==> src/rtl/morse_pkg.sv <==
// Shared types and constants for the Morse letter sequencer.
// Patterns are left-justified in 11 bits, MSB transmitted first.
package morse_pkg;

    typedef enum logic [1:0] {
        IDLE,
        LOAD,
        SEND,
        GAP
    } state_t;

    localparam logic [2:0] LTR_A = 3'd0;
    localparam logic [2:0] LTR_B = 3'd1;
    localparam logic [2:0] LTR_C = 3'd2;
    localparam logic [2:0] LTR_D = 3'd3;
    localparam logic [2:0] LTR_E = 3'd4;
    localparam logic [2:0] LTR_F = 3'd5;
    localparam logic [2:0] LTR_G = 3'd6;
    localparam logic [2:0] LTR_H = 3'd7;

    localparam logic [10:0] PATTERN [8] = '{
        11'b10111000000,
        11'b11101010100,
        11'b11101011101,
        11'b11101010000,
        11'b10000000000,
        11'b10101110100,
        11'b11101110100,
        11'b10101010000
    };

    localparam logic [3:0] PAT_LEN [8] = '{
        4'd5, 4'd9, 4'd11, 4'd7, 4'd1, 4'd9, 4'd9, 4'd7
    };

    function automatic int tick_width(input int div);
        return (div <= 2) ? 1 : $clog2(div);
    endfunction

endpackage

==> src/rtl/morse_tick_gen.sv <==
// Unit-rate divider: pulses tick once every TICK_DIV enabled cycles.
// clear forces the count back to zero and wins over enable.
module morse_tick_gen
    import morse_pkg::*;
#(
    parameter int TICK_DIV = 250
) (
    input  logic clk,
    input  logic rst_n,
    input  logic enable,
    input  logic clear,
    output logic tick
);

    localparam int CW = tick_width(TICK_DIV);
    localparam logic [CW-1:0] LAST = CW'(TICK_DIV - 1);

    logic [CW-1:0] div;

    assign tick = enable && (div == LAST);

    always_ff @(posedge clk or negedge rst_n) begin
        if (!rst_n) begin
            div <= '0;
        end else if (clear) begin
            div <= '0;
        end else if (enable) begin
            div <= tick ? '0 : div + CW'(1);
        end
    end

endmodule

==> src/rtl/morse_sequencer.sv <==
// Queues letters A-H and shifts their Morse patterns onto DotDashOut,
// one unit per divided tick, with a fixed low gap after each letter.
module morse_sequencer
    import morse_pkg::*;
#(
    parameter int TICK_DIV   = 250,
    parameter int FIFO_DEPTH = 4,
    parameter int GAP_UNITS  = 3
) (
    input  logic       ClockIn,
    input  logic       Resetn,
    input  logic       Flush,
    input  logic       LetterValid,
    input  logic [2:0] Letter,
    output logic       LetterReady,
    output logic       DotDashOut,
    output logic       Busy,
    output logic       LetterDone
);

    localparam int PW = $clog2(FIFO_DEPTH);
    localparam int CW = PW + 1;
    localparam int GW = (GAP_UNITS < 2) ? 1 : $clog2(GAP_UNITS);

    state_t        state, state_n;
    logic [2:0]    mem [FIFO_DEPTH];
    logic [PW-1:0] wr_ptr, rd_ptr;
    logic [CW-1:0] count;
    logic [10:0]   shreg, shreg_n;
    logic [3:0]    remaining, remaining_n;
    logic [GW-1:0] gapcnt, gapcnt_n;
    logic          dd_n, done_n;
    logic          push, pop, tick;
    logic [2:0]    head;

    assign LetterReady = (count < CW'(FIFO_DEPTH));
    assign Busy        = (state != IDLE);
    assign push        = LetterValid && LetterReady && !Flush;
    assign head        = mem[rd_ptr];

    morse_tick_gen #(
        .TICK_DIV(TICK_DIV)
    ) u_tick (
        .clk   (ClockIn),
        .rst_n (Resetn),
        .enable((state == SEND) || (state == GAP)),
        .clear (Flush || (state == IDLE) || (state == LOAD)),
        .tick  (tick)
    );

    always_ff @(posedge ClockIn) begin
        if (push) begin
            mem[wr_ptr] <= Letter;
        end
    end

    always_ff @(posedge ClockIn or negedge Resetn) begin
        if (!Resetn) begin
            wr_ptr <= '0;
            rd_ptr <= '0;
            count  <= '0;
        end else if (Flush) begin
            wr_ptr <= '0;
            rd_ptr <= '0;
            count  <= '0;
        end else begin
            if (push) wr_ptr <= wr_ptr + PW'(1);
            if (pop)  rd_ptr <= rd_ptr + PW'(1);
            unique case ({push, pop})
                2'b10:   count <= count + CW'(1);
                2'b01:   count <= count - CW'(1);
                default: count <= count;
            endcase
        end
    end

    always_comb begin
        state_n     = state;
        shreg_n     = shreg;
        remaining_n = remaining;
        gapcnt_n    = gapcnt;
        dd_n        = DotDashOut;
        done_n      = 1'b0;
        pop         = 1'b0;
        if (Flush) begin
            state_n     = IDLE;
            shreg_n     = '0;
            remaining_n = '0;
            gapcnt_n    = '0;
            dd_n        = 1'b0;
        end else begin
            unique case (state)
                IDLE: begin
                    if (count != '0) state_n = LOAD;
                end
                LOAD: begin
                    pop         = 1'b1;
                    shreg_n     = PATTERN[head];
                    dd_n        = PATTERN[head][10];
                    remaining_n = PAT_LEN[head] - 4'd1;
                    state_n     = SEND;
                end
                SEND: begin
                    if (tick) begin
                        if (remaining == 4'd0) begin
                            dd_n     = 1'b0;
                            gapcnt_n = GW'(GAP_UNITS - 1);
                            state_n  = GAP;
                        end else begin
                            shreg_n     = shreg << 1;
                            dd_n        = shreg[9];
                            remaining_n = remaining - 4'd1;
                        end
                    end
                end
                GAP: begin
                    if (tick) begin
                        if (gapcnt == '0) begin
                            done_n  = 1'b1;
                            state_n = (count != '0) ? LOAD : IDLE;
                        end else begin
                            gapcnt_n = gapcnt - GW'(1);
                        end
                    end
                end
                default: state_n = IDLE;
            endcase
        end
    end

    always_ff @(posedge ClockIn or negedge Resetn) begin
        if (!Resetn) begin
            state      <= IDLE;
            shreg      <= '0;
            remaining  <= '0;
            gapcnt     <= '0;
            DotDashOut <= 1'b0;
            LetterDone <= 1'b0;
        end else begin
            state      <= state_n;
            shreg      <= shreg_n;
            remaining  <= remaining_n;
            gapcnt     <= gapcnt_n;
            DotDashOut <= dd_n;
            LetterDone <= done_n;
        end
    end

endmodule
==> config.mk <==
export PLATFORM = sky130hd
export DESIGN_NAME = morse_sequencer
export DESIGN_NICKNAME = d
export VERILOG_FILES = /design/src/rtl/morse_pkg.sv /design/src/rtl/morse_tick_gen.sv /design/src/rtl/morse_sequencer.sv
export SDC_FILE = /design/constraint.sdc
export NUM_CORES = 1
export LEC_CHECK = 0
export ABC_AREA = 1
export CAP_MARGIN = 20
export CORE_ASPECT_RATIO = 1.1
export CORE_UTILIZATION = 30
export CTS_BUF_LIST = sky130_fd_sc_hd__clkbuf_4
export CTS_CLUSTER_SIZE = 28
export DETAILED_ROUTE_END_ITERATION = 10
export PLACE_DENSITY = 0.5
export RECOVER_POWER = 100
export SLEW_MARGIN = 10
export SYNTH_ARGS = -nofsm -noshare
export SYNTH_HDL_FRONTEND = slang
export SYNTH_HIERARCHICAL = 1
export SYNTH_SLANG_ARGS = --single-unit
==> constraint.sdc <==
create_clock -name ClockIn -period 3.75 [get_ports ClockIn]
set_clock_uncertainty 0.05 [all_clocks]
set_input_delay 0.75 -clock ClockIn [delete_from_list [all_inputs] [get_ports ClockIn]]
set_output_delay 0.75 -clock ClockIn [all_outputs]
set_load 0.01 [all_outputs]
==> results.json <==
{
  "finalWirelength_mm": 5.517,
  "syn_avg_cell_area_um2": 8.070,
  "final_layout_size_suffix_gt1_frac": 0.08215,
  "switching_power_mw": 0.6971,
  "sw_frac_of_total": 0.4229,
  "ys_warn_count": 6,
  "finalSetupViolCount": 0,
  "worstSkewPairLatency_ns": 0.36,
  "yosys.cell_types.count": 30,
  "postCtsSetupBuffers": 0,
  "rsz0062_at_grt": "no",
  "via_per_inst": 4.520,
  "die_w_um": 93.19,
  "start_kind": "register",
  "numCtsBuffers": 5,
  "total_power_mw": 1.648,
  "grt_max_degree": 36,
  "clk_pin_slew_worst_paths_ns": 0.15,
  "layout_commonest_cell": "nand2_1",
  "drc": 0,
  "dpl-instance-area_mm2": 0.002939,
  "fill_cells": 925,
  "clock-root-buffer": "clkbuf_4",
  "critPathMaxStageDelay_ns": 0.48,
  "relSlewSlack": -0.3270,
  "cpMostUsedCell": "nand2_1",
  "grt_pass1_wl_mm": 9.604,
  "port_buffers": 10,
  "r2r_end": "shreg[2]",
  "area_delta_synth_final_pct": 7.934,
  "core_region_area_mm2": 0.008874,
  "synthArstFlopShare": 0.7447,
  "holdBufCountCts": 0,
  "finalCriticalPeriod_ns": 2.901,
  "crit_fanout": 19,
  "cp-end-kind": "register",
  "critPathBufInv": 5,
  "startpoint": "state[0]",
  "violations": "max-capacitance violations, max-slew violations",
  "nets": 376,
  "ant_nets": 0,
  "vias": 2111,
  "hp-class": "register to register",
  "dp_cells": 459,
  "clockBufferDepth": 2,
  "cts_max_level": 2,
  "gp_congestion": 0.7951,
  "critPathRequiredTime_ns": 4.00,
  "outcome": "finished with violations",
  "period_share": 0.7736,
  "syn_area_mm2": 0.002744,
  "gr-total-overflow": 0,
  "pwr_density_cell_mw_per_mm2": 556.5,
  "grt_pass1_vias": 2097,
  "max-cap-violations": 1,
  "ys_seq_elements": 47,
  "cp_cell_sequence": "inv_1, ha_1, inv_1, nand2_1, nand2_1, nor2_1, nand2_1, inv_1, inv_1, nand2_1, nand2_1, nor2_4, inv_1, nand2_1, o21ai_0",
  "grt_antenna_before_repair": 0,
  "tritoncts": "yes",
  "comb_power_share": 0.418,
  "groute.usage.overall": 0.1288,
  "worst-path-stages": 15,
  "synth_cells": 340,
  "wl_per_cell_um": 11.81,
  "die_area_mm2": 0.009533,
  "clock.fmax_ghz": 0.3447,
  "die_y_um": 102.3,
  "ys.flop_type": "dfrtp_1",
  "fin_setup_tns_ns": 0,
  "drtIter0Drc": 88,
  "synth_edf_count": 12,
  "cp_slowest_cell": "inv_1",
  "ys_seq_area_frac": 0.4505,
  "firstDrtPassIters": 4,
  "cts_sinks": 47,
  "syn_nets": 364,
  "layout_common_cells": "nand2_1 (105), inv_1 (41), dfrtp_1 (35), nand3_1 (32), nor2_1 (28)",
  "hold_violations": 0,
  "std_cell_rows": 36,
  "critPathKind": "register to register",
  "final_cells": 467,
  "slew_violations": 36,
  "pwr-share-clk": 0.152,
  "peakVddDrop_uv": 178.3,
  "cts_resized": 0,
  "crit_end": "shreg[2]",
  "p_int_mw": 0.9511,
  "io_pins": 11,
  "finish.utilization": 0.3338,
  "start_util": 0.3092,
  "diodes": 0,
  "critPathTopFamily": "buffers and inverters",
  "power_leakage_nw": 1.370,
  "tightest_slew_ns": 1.991,
  "final_cell_area_mm2": 0.002962,
  "pwr-share-seq": 0.430,
  "rr_startpoint": "state[0]",
  "r2r_cells": 15,
  "place_hpwl_mm": 4.201,
  "critPathArrivalTime_ns": 3.15,
  "r2r_slack_ns": 0.85
}
[metal layers]
layer | GRT usage | vias up | share of wire
li1 | - | 1109 | -
met1 | 0.1600 | 978 | 0.49
met2 | 0.2183 | 17 | 0.47
met3 | 0.03274 | 7 | 0.021
met4 | 0.04379 | 0 | 0.015
met5 | 0 | - | 0
[area by class of cell]
class / instances / area [um2] / area share
multi-input combinational: 245 / 1270 / 0.4288
sequential: 47 / 1236 / 0.4174
inverter: 43 / 161.4 / 0.05450
tap: 114 / 142.6 / 0.04816
timing repair buffer: 10 / 93.84 / 0.03169
clock buffer: 6 / 45.04 / 0.01521
clock inverter: 2 / 12.51 / 0.004225
[synthesized netlist by cell type (2+ instances only)]
library cell | count | share of area
buf_6 | 3 | 0.012
a21oi_1 | 11 | 0.020
inv_2 | 5 | 0.0068
inv_1 | 38 | 0.052
o21ai_2 | 4 | 0.013
ha_1 | 16 | 0.073
edfxtp_1 | 12 | 0.13
o21ai_1 | 4 | 0.0073
nand2_1 | 101 | 0.14
nor3_2 | 3 | 0.011
nor2_1 | 26 | 0.036
nor2_2 | 5 | 0.011
or2_2 | 2 | 0.0046
nand3_1 | 32 | 0.058
o22ai_1 | 2 | 0.0046
nand2_2 | 8 | 0.018
o21bai_1 | 2 | 0.0055
dfrtp_1 | 35 | 0.32
nand4_1 | 2 | 0.0046
nor3_1 | 3 | 0.0055
nor2_4 | 3 | 0.012
o21ai_0 | 15 | 0.027
[state kept, by name (all words and copies together), names as in the netlist, 3 cells and up]
| name | cells |
|---|---|
| u_tick/div | 8 |
| count | 3 |
| shreg | 10 |
| remaining | 4 |
| mem | 12 |
[logic make-up (layout without fill, tap and decap cells)]
family,Yosys count,after routing,share of synthesized area
adder cells (fa/ha/maj),17,17,0.08025
flip-flops,47,47,0.4505
AND/OR/NAND/NOR,188,188,0.3087
AO/OA/AOI/OAI,40,40,0.08618
buffers and inverters,48,61,0.07433
[metrics by stage]
step           hold slack [ns]  setup slack [ns]
5_1_grt                 0.4578            0.5066
3_3_place_gp            0.4079            0.9450
6_report                0.4386            0.8492
3_5_place_dp            0.4083            0.8710
4_1_cts                 0.4301             1.115
2_1_floorplan           0.3867             1.494
[power by group through the flow]
| stage | clock network (mW) | registers (mW) | logic (mW) |
|---|---|---|---|
| global placement | 0 | 0.720 | 0.724 |
| global route | 0.287 | 0.723 | 0.811 |
| finish | 0.251 | 0.709 | 0.689 |
| floorplan | 0 | 0.697 | 0.560 |
| detailed placement | 0 | 0.721 | 0.725 |
| CTS | 0.268 | 0.710 | 0.728 |
[how the worst min path moves through the flow]
stage	to	cells after the start	start	slack [ns]
6_report	shreg[0]	2	shreg[0]	0.44
5_1_grt	shreg[5]	2	shreg[5]	0.46
4_1_cts	remaining[0]	1	Resetn	0.43
3_5_place_dp	shreg[0]	2	shreg[0]	0.41
3_3_place_gp	shreg[0]	2	shreg[0]	0.41
2_1_floorplan	shreg[1]	2	shreg[1]	0.39
[tightest hold or removal path, delay by kind of cell (launching register included)]
family	cells	cell delay (ns)
and+or+nand+nor	2	0.10
DFF	1	0.37
Power figures use the tool's default switching activity.
